## src/rtl/pistorm_txn_queue.sv

```systemverilog
// Posted-transaction queue: assembles Pi register writes into 68K bus cycles
// and buffers them for the bus engine, capturing read data on completion.
module pistorm_txn_queue #(
    parameter int DEPTH = 4,
    parameter int AW    = 2
) (
    input  logic          PI_CLK,
    input  logic          RESET_n,
    input  logic          wr_strobe,
    input  logic [1:0]    wr_reg,
    input  logic [15:0]   wr_data,
    input  logic          flush,
    input  logic          clr_err,
    output logic          op_valid,
    output logic [23:0]   op_addr,
    output logic [15:0]   op_data,
    output logic          op_rw,
    output logic          op_uds_n,
    output logic          op_lds_n,
    input  logic          op_ack,
    input  logic [15:0]   op_rd_data,
    output logic [15:0]   rd_data,
    output logic          rd_ready,
    input  logic          rd_taken,
    output logic          busy,
    output logic [AW:0]   level,
    output logic          overflow
);

    typedef struct packed {
        logic [23:0] addr;
        logic [15:0] data;
        logic        rw;
        logic        uds_n;
        logic        lds_n;
    } entry_t;

    localparam logic [AW:0] LVL_FULL = (AW+1)'(DEPTH);
    localparam entry_t ENTRY_RST = '{addr: '0, data: '0, rw: 1'b1, uds_n: 1'b1, lds_n: 1'b1};

    entry_t          mem_q [DEPTH];
    logic [AW-1:0]   wr_ptr_q, wr_ptr_d, rd_ptr_q, rd_ptr_d;
    logic [AW:0]     level_q, level_d;
    logic            busy_q;
    logic            ovf_q, ovf_d;
    logic [15:0]     data_hold_q, addr_lo_q;
    logic [15:0]     rd_data_q, rd_data_d;
    logic            rd_ready_q, rd_ready_d;

    logic            commit, do_ack, do_push, ovf_set;
    entry_t          head, new_entry;
    logic            size_byte, a0;

    assign head      = mem_q[rd_ptr_q];
    assign commit    = wr_strobe && (wr_reg == 2'd2);
    assign do_ack    = op_ack && busy_q && !flush;
    // A pop in the same cycle frees the head slot, so a full queue still accepts.
    assign do_push   = commit && !flush && ((level_q != LVL_FULL) || do_ack);
    assign ovf_set   = commit && !flush && (level_q == LVL_FULL) && !do_ack;

    assign size_byte = wr_data[8];
    assign a0        = addr_lo_q[0];

    always_comb begin
        new_entry       = ENTRY_RST;
        new_entry.addr  = {wr_data[7:0], addr_lo_q};
        new_entry.data  = data_hold_q;
        new_entry.rw    = wr_data[9];
        new_entry.uds_n = size_byte ? a0 : 1'b0;
        new_entry.lds_n = size_byte ? !a0 : 1'b0;
    end

    always_comb begin
        wr_ptr_d   = wr_ptr_q;
        rd_ptr_d   = rd_ptr_q;
        level_d    = level_q;
        ovf_d      = ovf_q;
        rd_data_d  = rd_data_q;
        rd_ready_d = rd_ready_q;

        if (flush) begin
            wr_ptr_d = '0;
            rd_ptr_d = '0;
            level_d  = '0;
        end else begin
            if (do_push) wr_ptr_d = wr_ptr_q + AW'(1);
            if (do_ack)  rd_ptr_d = rd_ptr_q + AW'(1);
            if (do_push && !do_ack)      level_d = level_q + (AW+1)'(1);
            else if (do_ack && !do_push) level_d = level_q - (AW+1)'(1);
        end

        if (ovf_set)      ovf_d = 1'b1;
        else if (clr_err) ovf_d = 1'b0;

        if (do_ack && head.rw) begin
            rd_data_d  = op_rd_data;
            rd_ready_d = 1'b1;
        end else if (rd_taken) begin
            rd_ready_d = 1'b0;
        end
    end

    always_ff @(posedge PI_CLK or negedge RESET_n) begin
        if (!RESET_n) begin
            for (int unsigned i = 0; i < DEPTH; i++) mem_q[i] <= ENTRY_RST;
            wr_ptr_q    <= '0;
            rd_ptr_q    <= '0;
            level_q     <= '0;
            busy_q      <= 1'b0;
            ovf_q       <= 1'b0;
            data_hold_q <= '0;
            addr_lo_q   <= '0;
            rd_data_q   <= '0;
            rd_ready_q  <= 1'b0;
        end else begin
            if (do_push) mem_q[wr_ptr_q] <= new_entry;
            if (wr_strobe && wr_reg == 2'd0) data_hold_q <= wr_data;
            if (wr_strobe && wr_reg == 2'd1) addr_lo_q   <= wr_data;
            wr_ptr_q   <= wr_ptr_d;
            rd_ptr_q   <= rd_ptr_d;
            level_q    <= level_d;
            busy_q     <= (level_d != '0);
            ovf_q      <= ovf_d;
            rd_data_q  <= rd_data_d;
            rd_ready_q <= rd_ready_d;
        end
    end

    assign op_valid = busy_q;
    assign op_addr  = head.addr;
    assign op_data  = head.data;
    assign op_rw    = head.rw;
    assign op_uds_n = head.uds_n;
    assign op_lds_n = head.lds_n;
    assign rd_data  = rd_data_q;
    assign rd_ready = rd_ready_q;
    assign busy     = busy_q;
    assign level    = level_q;
    assign overflow = ovf_q;

endmodule

```

## config.mk

```make
export PLATFORM = sky130hd
export DESIGN_NAME = pistorm_txn_queue
export DESIGN_NICKNAME = d
export VERILOG_FILES = /design/src/rtl/pistorm_txn_queue.sv
export SDC_FILE = /design/constraint.sdc
export NUM_CORES = 1
export LEC_CHECK = 0
export BUFFER_PORTS_ARGS = -buffer_cell sky130_fd_sc_hd__buf_4
export CORE_MARGIN = 5
export CORE_UTILIZATION = 59
export DETAILED_ROUTE_END_ITERATION = 10
export PLACE_DENSITY_LB_ADDON = 0.1
export SLEW_MARGIN = 20
export SYNTH_ARGS = -nofsm -noshare
export SYNTH_HDL_FRONTEND = slang
export SYNTH_SLANG_ARGS = --single-unit
```

## constraint.sdc

```tcl
create_clock -name PI_CLK -period 2.3 [get_ports PI_CLK]
set_clock_uncertainty 0.05 [all_clocks]
set_input_delay 0.46 -clock PI_CLK [delete_from_list [all_inputs] [get_ports PI_CLK]]
set_output_delay 0.46 -clock PI_CLK [all_outputs]
set_load 0.02 [all_outputs]
```

* After elaboration in Yosys (flattened, before gate mapping) *
Index checks and enable logic that the tools add are counted.
W data, S select, Z words.

operators by class
  add/subtract/negate cells = 4
  $lt $le $gt $ge = 3
  equality and inequality tests = 4
  muxes and demuxes = 19
  bitwise gates (word level) = 2
  reductions and logical operators = 24

operators by type and width
  operator               count
  $bwmux W172            1
  $mux W43               3
  $bmux W43 S2           1
  $demux W43 S2          1
  $logic_and A1 B1 Y1    13
  $mux W3                3
  $mux W2                4
  $reduce_bool A2 Y1     4
  $ge A3 B3 Y1 const B   2
  $mux W1                6
  $not A2 Y3             2
  $add A2 B1 Y2 const B  2
  $logic_not A1 Y1       4
  $add A3 B1 Y3 const B  1
  $eq A3 B3 Y1 const B   1
  $lt A3 B1 Y1 const B   1
  $ne A3 B3 Y1 const B   1
  $reduce_bool A3 Y1     1
  $sub A3 B1 Y3 const B  1
  $eq A2 B1 Y1 const B   1
  $eq A2 B2 Y1 const B   1
  $logic_not A2 Y1       1
  $logic_or A1 B1 Y1     1

storage, ports and cells
  register bits = 230
  output and inout port bits = 66
  logic and storage cells = 85

* Depth between registers and ports, before layout *
  depth in word-level cells = 10
  depth in mapped cells = 7
  gate-level depth less buffers = 6

* Worst setup path after synthesis *
Ideal clock, no wire load.

  path type = reg-to-reg
  from = reg level_q[0] (netlist: level[0])
  to = reg mem_q[103] (netlist bit)
  arrival = 1.917 ns
  required time = 2.125 ns
  path slack = 0.208 ns
  cell stages (with the launch flop) = 7
  cells stage by stage = dfrtp_1 > inv_1 > ha_1 > nand2_1 > o211ai_4 > buf_6 > mux2_4

on the way
  longest elaborated chain between the ends = 3

ends and longest elaborated chain
  item                           RTL line  RTL
  start, declared                43        logic [AW:0] level_q, level_d;
  start signal, assigned         121       level_q <= level_d;
  $ne A3 B3 Y1                   58        assign do_push = commit && !flush && ((level_q != LVL_FULL) || do_ack);
  $logic_or A1 B1 Y1             58
  $logic_and A1 B1 Y1            58
  end signal, assigned by index  116       if (do_push) mem_q[wr_ptr_q] <= new_entry;
  end, declared                  41        entry_t mem_q [DEPTH];

No other way between the ends.
A chain may end at the register's enable or synchronous reset.

* Worst setup path after layout *
  from = reg rd_ptr_q[0]
  to = out op_addr[9]

on the way
  longest elaborated chain between the ends = 4

ends and longest elaborated chain
  item                                          RTL line  RTL
  start, declared                               42        logic [AW-1:0] wr_ptr_q, wr_ptr_d, rd_ptr_q, rd_ptr_d;
  start signal, assigned                        120       rd_ptr_q <= rd_ptr_d;
  $not A2 Y3 (implied by the code)              54        assign head = mem_q[rd_ptr_q];
  $bmux W43 S2                                  54
  $mux W43 (implied by the code) (2 in series)  54
  end, declared                                 15        output logic [23:0] op_addr,

No other way between the ends. The select of a mux whose other input is x is not followed.

==> results.toml <==
[sta]
period_share_pct = 108
slew_viol_final = 0
layout_setup_ws_ns = -0.181
timing.fmax_ghz = 0.403
finalCriticalPeriod_ns = 2.48
tightestPinTransition_ns = 0.600
final_hold_viol_count = 0
rsz0062_at_grt = "true"
setup_violations = 43
maxSlewHeadroom_pct = 60.0

[cts]
cts.sinks = 230
clkLatencyLatePin_ns = 0.52
clk_pin_slew_ns = 0.06
clockBufferDepth = 3
clock-root-buffer = "clkbuf_16"
cts_tree = "yes"
ctsHtreeMaxLevel = 1
cts-buffers-inserted = 25

[route]
wirelength_mm = 23.0
antenna_left = 0
drc = 0
wl_per_cell_um = 23.8
drt_iter0_markers = 293
drt_first_pass_iters = 4
routed_via_density = 5.86
num_vias = 5670

[synth]
syn-num-nets = 642
synth_top_family_by_area = "multiplexers"
synthArstFlopShare_pct = 100
syn_area_per_cell_um2 = 17.7
synthAdderAreaFrac_pct = 0.834
seq_area_frac_synth_pct = 54.9
synth-edff-count = 0
ys_types = 38
syn_area_mm2 = 0.0105
synthMuxAreaShare_pct = 37.4
synth-compound-area-share_pct = 2.00
ys.flop_type = "dfrtp_1"
ys_ff_latch = 230
synth_simple_gate_area_share_pct = 1.67
synthXorXnorAreaFrac_pct = 0.167
synth_top_area_cell = "dfrtp_1"
synth_top_area_share_pct = 51.9
synth_area_leaders = "dfrtp_1 52%, mux2_4 21%, mux4_2 9.2%"
postSynthCellCount = 594
ys_warn_count = 0

[placed_design]
dpl.hpwl_mm = 14.7
port_buffers = 106
gp_congestion = 0.766
dp_cells = 916
dp_slack_ns = 0.119

[critical_path]
r2r_start = "level[1]"
start_kind = "flop"
crit_fanout = 14
worstSetupEndpointType = "output port"
cp.required_ns = 1.79
crit_path_start = "rd_ptr_q[0]"
arrival_ns = 1.97
critPathKind = "flop to output port"

[die]
core-area_mm2 = 0.0174
fp-row-count = 48
ios = 107
dieArea_mm2 = 0.0206
die_width_um = 143
start_util_pct = 60.5
dieHeight_um = 143

[global_routing]
grt_pass1_vias = 6495
grtUsageTotal_pct = 23.1
antenna_found_initial = 0
overflow = 0
grt_max_degree = 67
grt_pass1_wl_mm = 36.8

[power_and_ir_drop]
power.internal_uw = 10300
power_density_mw_per_mm2 = 1130
seqPwrFrac_pct = 37.1
p_leak_uw = 0.00636
p_comb_share_pct = 31.2
switchingPower_uw = 4220
clkPwrFrac_pct = 31.7
p_sw_share_pct = 29.0
fin_total_pwr_uw = 14500
peakVddDrop_mv = 0.802

[flow_run]
cap_violations = 0

[worst_hold_path]
hp-class = "input port to flop"
hold_start = "clr_err"

[layout]
drive_above_1_share_pct = 60.4
n_antenna_cell = 0
final_cells = 968
area_growth_pct = 22.2
nets = 773

[outcome]
status = "finished, violations left"
violations = "setup timing"
-- stage by stage --
stage               hold slack, ns  util, %  setup TNS [ns]  instance area [um^2]
floorplan                    0.114        -               0                 10500
global placement             0.359     67.1               0                 11700
detailed placement           0.371     67.1               0                 11700
CTS                         0.0587     74.0           -6.74                 12800
global route                0.0579     74.0           -8.15                 12800
finish                      0.0753     74.0           -6.18                 12800
-- power groups by stage --
stage          sequential, uW  clock (uW)  combinational [uW]
3_5_place_dp             5490           0                4160
3_3_place_gp             5430           0                4070
4_1_cts                  5400        4660                4600
2_1_floorplan            5450           0                2490
5_1_grt                  5500        4860                4800
6_report                 5400        4600                4540
-- path summary, 6_finish.rpt --
check,to,slack [ns],cells past startpoint
setup / recovery,op_addr[9],-0.18,4
hold / removal,overflow,0.08,2
setup reg to reg,mem_q[47],0.12,6
hold reg to reg,mem_q[87],0.43,2
max in group asynchronous,mem_q[44],1.07,3
min in group asynchronous,addr_lo_q[11],0.41,2
-- layer usage --
| layer | part of all wire [%] | up-vias | global-route usage (%) |
|---|---|---|---|
| met5 | 0 | - | 0 |
| met4 | 2.2 | 0 | 5.45 |
| met3 | 4.7 | 39 | 3.83 |
| met2 | 49 | 143 | 38.4 |
| met1 | 44 | 3035 | 32.2 |
| li1 | - | 2453 | - |
-- timing repair --
action	CTS	global route
buffers inserted	6	0
hold buffers	1	0
endpoints found under the setup margin	43	43
resized for setup	39	0
hold endpoints to repair	48	0
-- layout by cell type (no fill, tap or decap), types with 7 or more instances in the layout --
cell and count:
buf_12 14, buf_4 84, buf_6 36, bufinv_16 7, clkbuf_16 25, dfrtp_1 216
dfstp_2 12, ha_1 7, inv_1 9, mux2_1 9, mux2_2 60, mux2_4 144
mux4_2 43, nand2_1 12, o21ai_0 12
-- flip-flops by register name, indices dropped and copies added, names as in the netlist --
signal       flops
addr_lo_q       16
busy             1
data_hold_q     16
level            3
mem_q          172
overflow         1
rd_data         16
rd_ptr_q         2
rd_ready         1
wr_ptr_q         2
-- critical path, cell delays in order (launching register included) --
cell and delay, ns:
dfrtp_4 0.42, buf_12 0.15, buf_16 0.18, mux4_2 0.54, buf_6 0.15
-- cells by family (layout without fill, tap and decap cells) --
kind of cell / after synthesis / in the layout
multiplexers: 258 / 258
flip-flops: 230 / 230
buffers and inverters: 42 / 191
AND/OR/NAND/NOR: 31 / 31
AO/OA/AOI/OAI: 24 / 24
adder cells (fa/ha/maj): 7 / 7
XOR/XNOR: 2 / 2
-- final cells by class --
type                    count  area [um^2]
multi-input cells         322         4420
repair buffers            137         1370
clock buffers              31          708
fillers                  1056         4520
inverters                   9         33.8
clock inverters            14          253
well taps                 225          282
flip-flops and latches    230         5780
-- cell usage after synthesis, types with 2 or more instances --
master / number
nor2_1: 6
nand3b_1: 2
buf_6: 19
o211ai_4: 4
mux2_4: 144
nand2_1: 12
mux2_1: 9
dfrtp_1: 218
mux4_2: 43
mux2i_1: 2
o21ai_0: 12
inv_1: 9
clkbuf_1: 4
mux2_2: 60
buf_4: 2
nand3_1: 3
ha_1: 7
dfstp_2: 12
buf_2: 7
(Power assumes the default switching activity.)
